[src/rtl/align_pkg.sv]
// +--------------------------------------------------------------------+
// | align_pkg: shared widths, operand field offsets and slice helpers   |
// | for the align_4in mini-float aligner.                               |
// | Revision: 1.0                                                       |
// +--------------------------------------------------------------------+
`default_nettype none

package align_pkg;

  localparam int EXP_WIDTH  = 4;
  localparam int SIG_WIDTH  = 4;
  localparam int LOW_EXPAND = 2;

  localparam int W   = SIG_WIDTH + 4 + LOW_EXPAND;
  localparam int OPW = 1 + EXP_WIDTH + SIG_WIDTH;

  // Operand layout is {sign, exp, man}, man at the bottom.
  localparam int MAN_LSB  = 0;
  localparam int EXP_LSB  = SIG_WIDTH;
  localparam int SIGN_BIT = SIG_WIDTH + EXP_WIDTH;

  function automatic logic [W-1:0] lane_slice(input logic [4*W-1:0] bus,
                                              input int unsigned     idx);
    return bus[idx*W +: W];
  endfunction

  function automatic logic [OPW-1:0] op_slice(input logic [4*OPW-1:0] bus,
                                              input int unsigned       idx);
    return bus[idx*OPW +: OPW];
  endfunction

endpackage

`default_nettype wire

[src/rtl/align_lane.sv]
// +--------------------------------------------------------------------+
// | align_lane: per-lane shift (stage 2) and negate (stage 3).          |
// | Optional: ALIGN4_ROUND_EN rounds half-up on the shifted magnitude.  |
// | Revision: 1.0                                                       |
// +--------------------------------------------------------------------+
`default_nettype none

module align_lane
  import align_pkg::*;
#(
  parameter int expWidth   = EXP_WIDTH,
  parameter int sigWidth   = SIG_WIDTH,
  parameter int low_expand = LOW_EXPAND
) (
  input  logic                            clk,
  input  logic                            rst,
  input  logic                            adv_i,
  input  logic                            ld2_i,
  input  logic                            ld3_i,
  input  logic                            sign_i,
  input  logic [sigWidth:0]               sig_i,
  input  logic [expWidth-1:0]             dist_i,
  output logic [sigWidth+4+low_expand-1:0] lane_o
);

  localparam int LANE_W = sigWidth + 4 + low_expand;
  localparam int POS_W  = sigWidth + 1 + low_expand;
  localparam int EXT_W  = POS_W + 1;

  logic [EXT_W-1:0]  ext_w;
  logic [EXT_W-1:0]  shf_w;
  logic [LANE_W-1:0] mag_d;
  logic [LANE_W-1:0] mag_q;
  logic              sign_q;
  logic [LANE_W-1:0] lane_d;
  logic [LANE_W-1:0] lane_q;

  // One guard bit below the lane LSB captures the most significant discarded bit.
  always_comb begin
    ext_w = EXT_W'({sig_i, 1'b0}) << low_expand;
    shf_w = ext_w >> dist_i;
    mag_d = '0;
    if (int'(dist_i) < POS_W) begin
      mag_d = LANE_W'(shf_w[EXT_W-1:1]);
`ifdef ALIGN4_ROUND_EN
      mag_d = mag_d + LANE_W'(shf_w[0]);
`endif
    end
  end

  assign lane_d = sign_q ? (~mag_q + LANE_W'(1)) : mag_q;

  always_ff @(posedge clk or posedge rst) begin
    if (rst) begin
      mag_q  <= '0;
      sign_q <= 1'b0;
      lane_q <= '0;
    end else if (adv_i) begin
      if (ld2_i) begin
        mag_q  <= mag_d;
        sign_q <= sign_i;
      end
      if (ld3_i) begin
        lane_q <= lane_d;
      end
    end
  end

  assign lane_o = lane_q;

endmodule

`default_nettype wire

[src/rtl/align_4in.sv]
// +--------------------------------------------------------------------+
// | align_4in: 3-stage four-operand mini-float aligner (max exp search, |
// | shift, negate). Optional: ALIGN4_ROUND_EN (round half-up).          |
// | Revision: 1.0                                                       |
// +--------------------------------------------------------------------+
`default_nettype none

module align_4in
  import align_pkg::*;
#(
  parameter int expWidth   = EXP_WIDTH,
  parameter int sigWidth   = SIG_WIDTH,
  parameter int low_expand = LOW_EXPAND
) (
  input  logic                                 clk,
  input  logic                                 rst,
  input  logic                                 in_valid,
  output logic                                 in_ready,
  input  logic [4*(1+expWidth+sigWidth)-1:0]   operands,
  output logic                                 out_valid,
  input  logic                                 out_ready,
  output logic [4*(sigWidth+4+low_expand)-1:0] manOffset,
  output logic [expWidth-1:0]                  maxExp
);

  localparam int LANE_W = sigWidth + 4 + low_expand;
  localparam int OP_W   = 1 + expWidth + sigWidth;

  logic                     adv;
  logic [3:0]               op_sign;
  logic [3:0][expWidth-1:0] op_exp;
  logic [3:0][sigWidth:0]   op_sig;
  logic [3:0][expWidth-1:0] op_dist;
  logic [expWidth-1:0]      max_d;

  logic                     s1_valid_q;
  logic                     s2_valid_q;
  logic                     s3_valid_q;
  logic [3:0]               s1_sign_q;
  logic [3:0][sigWidth:0]   s1_sig_q;
  logic [3:0][expWidth-1:0] s1_dist_q;
  logic [expWidth-1:0]      s1_max_q;
  logic [expWidth-1:0]      s2_max_q;
  logic [expWidth-1:0]      s3_max_q;
  logic [3:0][LANE_W-1:0]   lane_w;

  // A single advance enable keeps all stages in lockstep, bubbles included.
  assign adv       = ~s3_valid_q | out_ready;
  assign in_ready  = adv;
  assign out_valid = s3_valid_q;

  // Zero-exponent operands carry a zero significand and never win the max.
  always_comb begin
    max_d = '0;
    for (int i = 0; i < 4; i++) begin
      op_sign[i] = operands[i*OP_W + OP_W - 1];
      op_exp[i]  = operands[i*OP_W + sigWidth +: expWidth];
      op_sig[i]  = (op_exp[i] != '0) ? {1'b1, operands[i*OP_W +: sigWidth]} : '0;
      if (op_exp[i] > max_d) begin
        max_d = op_exp[i];
      end
    end
    for (int i = 0; i < 4; i++) begin
      op_dist[i] = max_d - op_exp[i];
    end
  end

  always_ff @(posedge clk or posedge rst) begin
    if (rst) begin
      s1_valid_q <= 1'b0;
      s2_valid_q <= 1'b0;
      s3_valid_q <= 1'b0;
      s1_sign_q  <= '0;
      s1_sig_q   <= '0;
      s1_dist_q  <= '0;
      s1_max_q   <= '0;
      s2_max_q   <= '0;
      s3_max_q   <= '0;
    end else if (adv) begin
      s1_valid_q <= in_valid;
      s2_valid_q <= s1_valid_q;
      s3_valid_q <= s2_valid_q;
      if (in_valid) begin
        s1_sign_q <= op_sign;
        s1_sig_q  <= op_sig;
        s1_dist_q <= op_dist;
        s1_max_q  <= max_d;
      end
      if (s1_valid_q) begin
        s2_max_q <= s1_max_q;
      end
      if (s2_valid_q) begin
        s3_max_q <= s2_max_q;
      end
    end
  end

  for (genvar g = 0; g < 4; g++) begin : g_lane
    align_lane #(
      .expWidth   (expWidth),
      .sigWidth   (sigWidth),
      .low_expand (low_expand)
    ) u_lane (
      .clk    (clk),
      .rst    (rst),
      .adv_i  (adv),
      .ld2_i  (s1_valid_q),
      .ld3_i  (s2_valid_q),
      .sign_i (s1_sign_q[g]),
      .sig_i  (s1_sig_q[g]),
      .dist_i (s1_dist_q[g]),
      .lane_o (lane_w[g])
    );
  end

  // Output registers only ever hold valid bundles, but are masked while idle.
  always_comb begin
    manOffset = '0;
    maxExp    = '0;
    if (s3_valid_q) begin
      maxExp = s3_max_q;
      for (int i = 0; i < 4; i++) begin
        manOffset[i*LANE_W +: LANE_W] = lane_w[i];
      end
    end
  end

endmodule

`default_nettype wire

[config.mk]
export PLATFORM = sky130hd
export DESIGN_NAME = align_4in
export DESIGN_NICKNAME = d
export VERILOG_FILES = /design/src/rtl/align_pkg.sv /design/src/rtl/align_lane.sv /design/src/rtl/align_4in.sv
export SDC_FILE = /design/constraint.sdc
export NUM_CORES = 1
export LEC_CHECK = 0
export CAP_MARGIN = 10
export CELL_PAD_IN_SITES_DETAIL_PLACEMENT = 0
export CELL_PAD_IN_SITES_GLOBAL_PLACEMENT = 1
export CORE_MARGIN = 4
export CORE_UTILIZATION = 45
export CTS_BUF_LIST = sky130_fd_sc_hd__clkbuf_2 sky130_fd_sc_hd__clkbuf_4 sky130_fd_sc_hd__clkbuf_8
export DETAILED_ROUTE_END_ITERATION = 7
export PLACE_DENSITY_LB_ADDON = 0.1
export SYNTH_ARGS = -nofsm -noshare
export SYNTH_HDL_FRONTEND = slang
export SYNTH_HIERARCHICAL = 1
export SYNTH_SLANG_ARGS = --single-unit
[constraint.sdc]
create_clock -name clk -period 2.3 [get_ports clk]
set_input_delay 0.345 -clock clk [delete_from_list [all_inputs] [get_ports clk]]
set_output_delay 0.345 -clock clk [all_outputs]
set_load 0.005 [all_outputs]
# Yosys cells after proc, flatten, opt, wreduce, memory -nomap -nowiden
# Cells that the tools add are included.
# Widths: inputs -> output; s select.
[totals] regBits=139 latch_bits=0 ramBits=0 rom_bits=0 in_bits=40 output_inout_bits=46 memories=0
[classes] add_sub_neg=8 multipliers=0 n_div=0 order_cmp=8 eq_ne=0 shift=4 n_mux=18 bitwise_logic=6 reduce_logical=7
[ops] cell="$add 10x1->10 const B" count=4
[ops] cell="$mux 10" count=4
[ops] cell="$mux 40" count=1
[ops] cell="$not 10->10" count=4
[ops] cell="$shr 8x4->8" count=4
[ops] cell="$mux 7" count=4
[ops] cell="$mux 4" count=5
[ops] cell="$mux 5" count=4
[ops] cell="$lt 4x3->1 const B" count=4
[ops] cell="$reduce_bool 4->1" count=4
[ops] cell="$sub 4x4->4" count=4
[ops] cell="$gt 4x4->1" count=3
[ops] cell="$reduce_and 2->1" count=3
[ops] cell="$gt 4x1->1 const B" count=1
[ops] cell="$not 1->1" count=1
[ops] cell="$or 1x1->1" count=1

# Longest topological paths before layout
[depth] depth_word=9 mapped_depth=29

# Cells and area by module
# Netlist, hierarchy kept.
[modules_own_cells] module="align_lane" instances=4 cells_per_inst=98 area_each_um2=959.7 seq_area_each_um2=450.4
[modules_own_cells] module="align_4in" instances=1 cells_per_inst=355 area_each_um2=3443.3 seq_area_each_um2=1376.3

# Worst setup path before layout
# Ideal clock, no wire load.
[synth_path] path_type="input to register" start="in operands[6]" end="reg s1_dist_q[11] (netlist name)" setup_ps=110 t_arrival_ps=5848 setup_slack_ps=-3658 path_stages=25 path_cell_list="inv_1 ha_1 a41o_2 nor2_4 mux2_2 inv_1 ha_1 a31o_2 nand2_1 a2bb2oi_1 inv_1 ha_1 nor2b_1 o21a_1 o21a_1 o21ai_1 mux2i_1 inv_1 ha_1 a21o_1 a21oi_1 nor4b_1 nor4_1 o311ai_0 o41ai_1"
[synth_via] elab_chain_cells=9
[synth_rtl] item="from (decl)" line="align_4in.sv:19" rtl="input logic [4*(1+expWidth+sigWidth)-1:0] operands,"
[synth_rtl] item="$gt 4x1->1" line="align_4in.sv:59" rtl="if (op_exp[i] > max_d) begin"
[synth_rtl] item="$mux 4 (*)" line="align_4in.sv:59"
[synth_rtl] item="$gt 4x4->1" line="align_4in.sv:59"
[synth_rtl] item="$mux 4 (*)" line="align_4in.sv:59"
[synth_rtl] item="$gt 4x4->1" line="align_4in.sv:59"
[synth_rtl] item="$mux 4 (*)" line="align_4in.sv:59"
[synth_rtl] item="$gt 4x4->1" line="align_4in.sv:59"
[synth_rtl] item="$mux 4 (*)" line="align_4in.sv:59"
[synth_rtl] item="named net max_d[1]" line="align_4in.sv:34" rtl="logic [expWidth-1:0] max_d;"
[synth_rtl] item="$sub 4x4->4 (*)" line="align_4in.sv:64" rtl="op_dist[i] = max_d - op_exp[i];"
[synth_rtl] item="to (signal assigned)" line="align_4in.sv:86" rtl="s1_dist_q <= op_dist;"
[synth_rtl] item="to (decl)" line="align_4in.sv:41" rtl="logic [3:0][expWidth-1:0] s1_dist_q;"
# Mark *: on every way through the listed nets, which the timed path passes. The rest lies on a longest branch.
# A chain may end at the register's enable or synchronous reset.

# Worst setup path in the final report
[layout_path] start="in operands[7]" end="reg s1_dist_q[11] (netlist name)"
# Same word-level chain as after synthesis.

==> key figures <==
Clock tree
  – CTS Buf Count: 17
  – Clock sink count: approximately 130
  – Worst-case clock buffer depth: 2
  – Root Driver: clkbuf_8
  – H-Tree Level Count: 4
  – CTS tree: yes
  – Worst-Skew Late Latency: 440 ps
  – Clock slew seen by the registers of the worst setup and hold paths: 70 ps

Critical path
  – Worst endpoint data arrival time: slightly above 5000 ps
  – Critical path type: in -> reg
  – CP Launch Type: primary input
  – Critical-path maximum fanout: 6
  – WP data required: 2630 ps
  – CP endpoint kind: flip-flop

Final layout
  – Area grow syn2layout: 38.7%
  – N_diodes: 0
  – Nets: roughly 1000
  – Fin cells: 1157
  – Layout cell share with drive strength beyond 1: 28.5%

Synth
  – Async set-reset flop share out of synthesis: 100%
  – Sequential fraction of the synthesis area: 43.6%
  – Syn Nets: 817
  – Post-synth EDFFs: 0
  – Synth Flop Type: dfrtp_1
  – Yosys warning count: 6
  – Yosys cell types: 60
  – Seq cells post-synth: ~130
  – Synthesized area per cell: 9.75 um2
  – Mapped cell area: around 0.0073 mm2
  – Synth top area share: 43.6%
  – Most frequent cells after synthesis: dfrtp_1, nand2_1, o21ai_0
  – Area contributors post-synth: dfrtp_1, nand2_1, ha_1
  – Dominant cell type by area after synthesis: dfrtp_1
  – Count leader, synth: dfrtp_1
  – Cell count after synthesis: 747

Die
  – Chip width: 135 um
  – Initial Util: between 40 and 50%
  – Die height: ~140 um
  – Core box area: 0.0159 mm2
  – Die area: 0.0183 mm2
  – Num ports: 86
  – FP Rows: 46

STA
  – Final Worst Setup Slack: -2430 ps
  – Rel. slew slack: 54.1%
  – Skew final: 11.3 ps
  – Worst Tran Pin Value: a little under 700 ps
  – RSZ-0062 raised after global routing: true
  – Count of final setup violators: 20
  – Min Tclk post-route: 4730 ps
  – Max Slew Vio Count: 0
  – TNS Setup: -36850 ps
  – Hold slack final: around 370 ps
  – FMAX: 211 MHz
  – Part of the cycle the worst path needs: 206%
  – Hold Fails Final Rpt: 0

Global routing
  – Number of global-route vias before repair: 6064
  – GR Util All Layers: 20.5%
  – Initial antenna violation count: 0
  – Largest net degree at the start of global routing: 38
  – GRT overflow: 0
  – Wire length of the first global-routing pass: 30200 um

Routing
  – Final WL: 18600 um
  – Drt pass-1 iters: 4
  – # DRC: 0
  – Number of routed nets with antenna violations: 0
  – 1st-iter DRT viols: 270
  – Routed WL per cell: roughly 16 um
  – Via Count: between 6000 and 7000
  – Vias per cell: between 5 and 6

Power
  – Leak: 4.40 nW
  – Power, Total: 11.5 mW
  – Pwr/cell area: approximately 1100 mW/mm2
  – Worst VDD drop: 487 uV

Placed design
  – IO buf count: between 80 and 90
  – # placed instances: about 1100
  – Gp weighted congestion: ~0.89
  – Dpl hpwl: 13100 um

Run status
  – Failing checks: negative setup slack
  – Status: finished, violations left

Job
  – Max cap viols: 0

Hold path
  – Hold crit path type: in -> reg
==> state kept, by name, summed over array words and instances (netlist names) <==
| name | count |
|---|---|
| g_lane.u_lane/sign_q | 4 |
| s1_max_q | 4 |
| s1_sign_q | 4 |
| g_lane.u_lane/mag_q | 28 |
| g_lane.u_lane/lane_o | 40 |
| s1_sig_q | 20 |
| s2_max_q | 4 |
| s1_valid_q | 1 |
| s3_max_q | 4 |
| out_valid | 1 |
| s2_valid_q | 1 |
| s1_dist_q | 16 |
==> final timing paths <==
path | slack (ps) | from | cells past startpoint | endpoint
max | -2430 | operands[7] | 28 | s1_dist_q[11]$_DFFE_PP0P_
min | 370 | operands[13] | 4 | s1_dist_q[4]$_DFFE_PP0P_
max reg2reg | 560 | g_lane[3].u_lane/mag_q[0]$_DFFE_PP0P_ | 6 | g_lane[3].u_lane/lane_o[6]$_DFFE_PP0P_
min reg2reg | 470 | g_lane[3].u_lane/lane_o[0]$_DFFE_PP0P_ | 2 | g_lane[3].u_lane/lane_o[0]$_DFFE_PP0P_
max in group asynchronous | 1170 | rst | 3 | s1_sig_q[7]$_DFFE_PP0P_
min in group asynchronous | 490 | rst | 2 | g_lane[0].u_lane/mag_q[0]$_DFFE_PP0P_
==> cell usage in the layout (no fill, tap or decap), types with 21 or more instances in the layout <==
master,instances
o21ai_0,43
mux2_2,21
clkbuf_8,21
dfrtp_1,127
inv_1,30
buf_4,92
mux2i_1,23
nand2_1,106
clkdlybuf4s50_1,77
and2_1,46
==> through the flow <==
step           setup slack [ps]  instance area (um2)  utilization (%)
2_1_floorplan             -2890                 7430                -
3_3_place_gp              -3110                 8970             56.5
3_5_place_dp              -3310                 8970             56.5
4_1_cts                   -2370                 9890             62.2
5_1_grt                   -2570                10100             63.6
6_report                  -2430                10100             63.6
==> kinds of logic (layout without fill, tap and decap cells) <==
kind of cell	Yosys count	count (layout)	share of synthesized area (%)
AND/OR/NAND/NOR	254	254	18.1
AO/OA/AOI/OAI	186	186	18.4
flip-flops	127	127	43.6
buffers and inverters	76	270	4.14
multiplexers	48	48	7.06
adder cells (fa/ha/maj)	30	30	5.57
XOR/XNOR	26	26	3.13
==> what timing repair did <==
action | in CTS | in global routing
pin swaps | 49 | 37
hold buffers | 0 | 0
gates resized for setup | 110 | 36
setup buffers | 36 | 20
setup endpoints to repair | 20 | 20
==> worst max-delay path, cell delays in order <==
cell       delay (ps)
buf_8              80
inv_4              30
ha_4              280
nor2_4             40
a41o_2            250
nor2_4            180
mux2_4            340
inv_4              70
ha_4              210
a31o_4            240
nand2_2            60
a2bb2oi_2          60
inv_2              80
ha_4              190
nor2b_1           120
o21a_1            170
o21a_1            210
o21ai_4           230
mux2i_4           280
inv_2              80
buf_6             130
ha_4              210
a21o_1            190
a21oi_4           250
nor4b_4            90
nor4_2            290
o311ai_1          140
o41ai_1           240
==> final cells by class <==
cell class	instances	area [um2]
multi-input combinational	544	4300
clock buffer	28	342
inverter	38	150
timing repair buffer	200	1840
sequential	127	3180
fill	1321	5780
clock inverter	4	27.5
tap	216	270
==> power breakdown <==
part	internal (mW)	switching [mW]
Combinational	3.10	2.54
Clock	0.942	0.810
Sequential	3.08	0.983
Total	7.12	4.34
==> layer usage <==
layer	GRT usage [%]	vias up	routed length [um]
li1	-	3026	-
met1	27.0	2924	8490
met2	33.8	139	8900
met3	4.46	34	755
met4	7.00	0	427
met5	0	-	0
(Power assumes the default switching activity.)
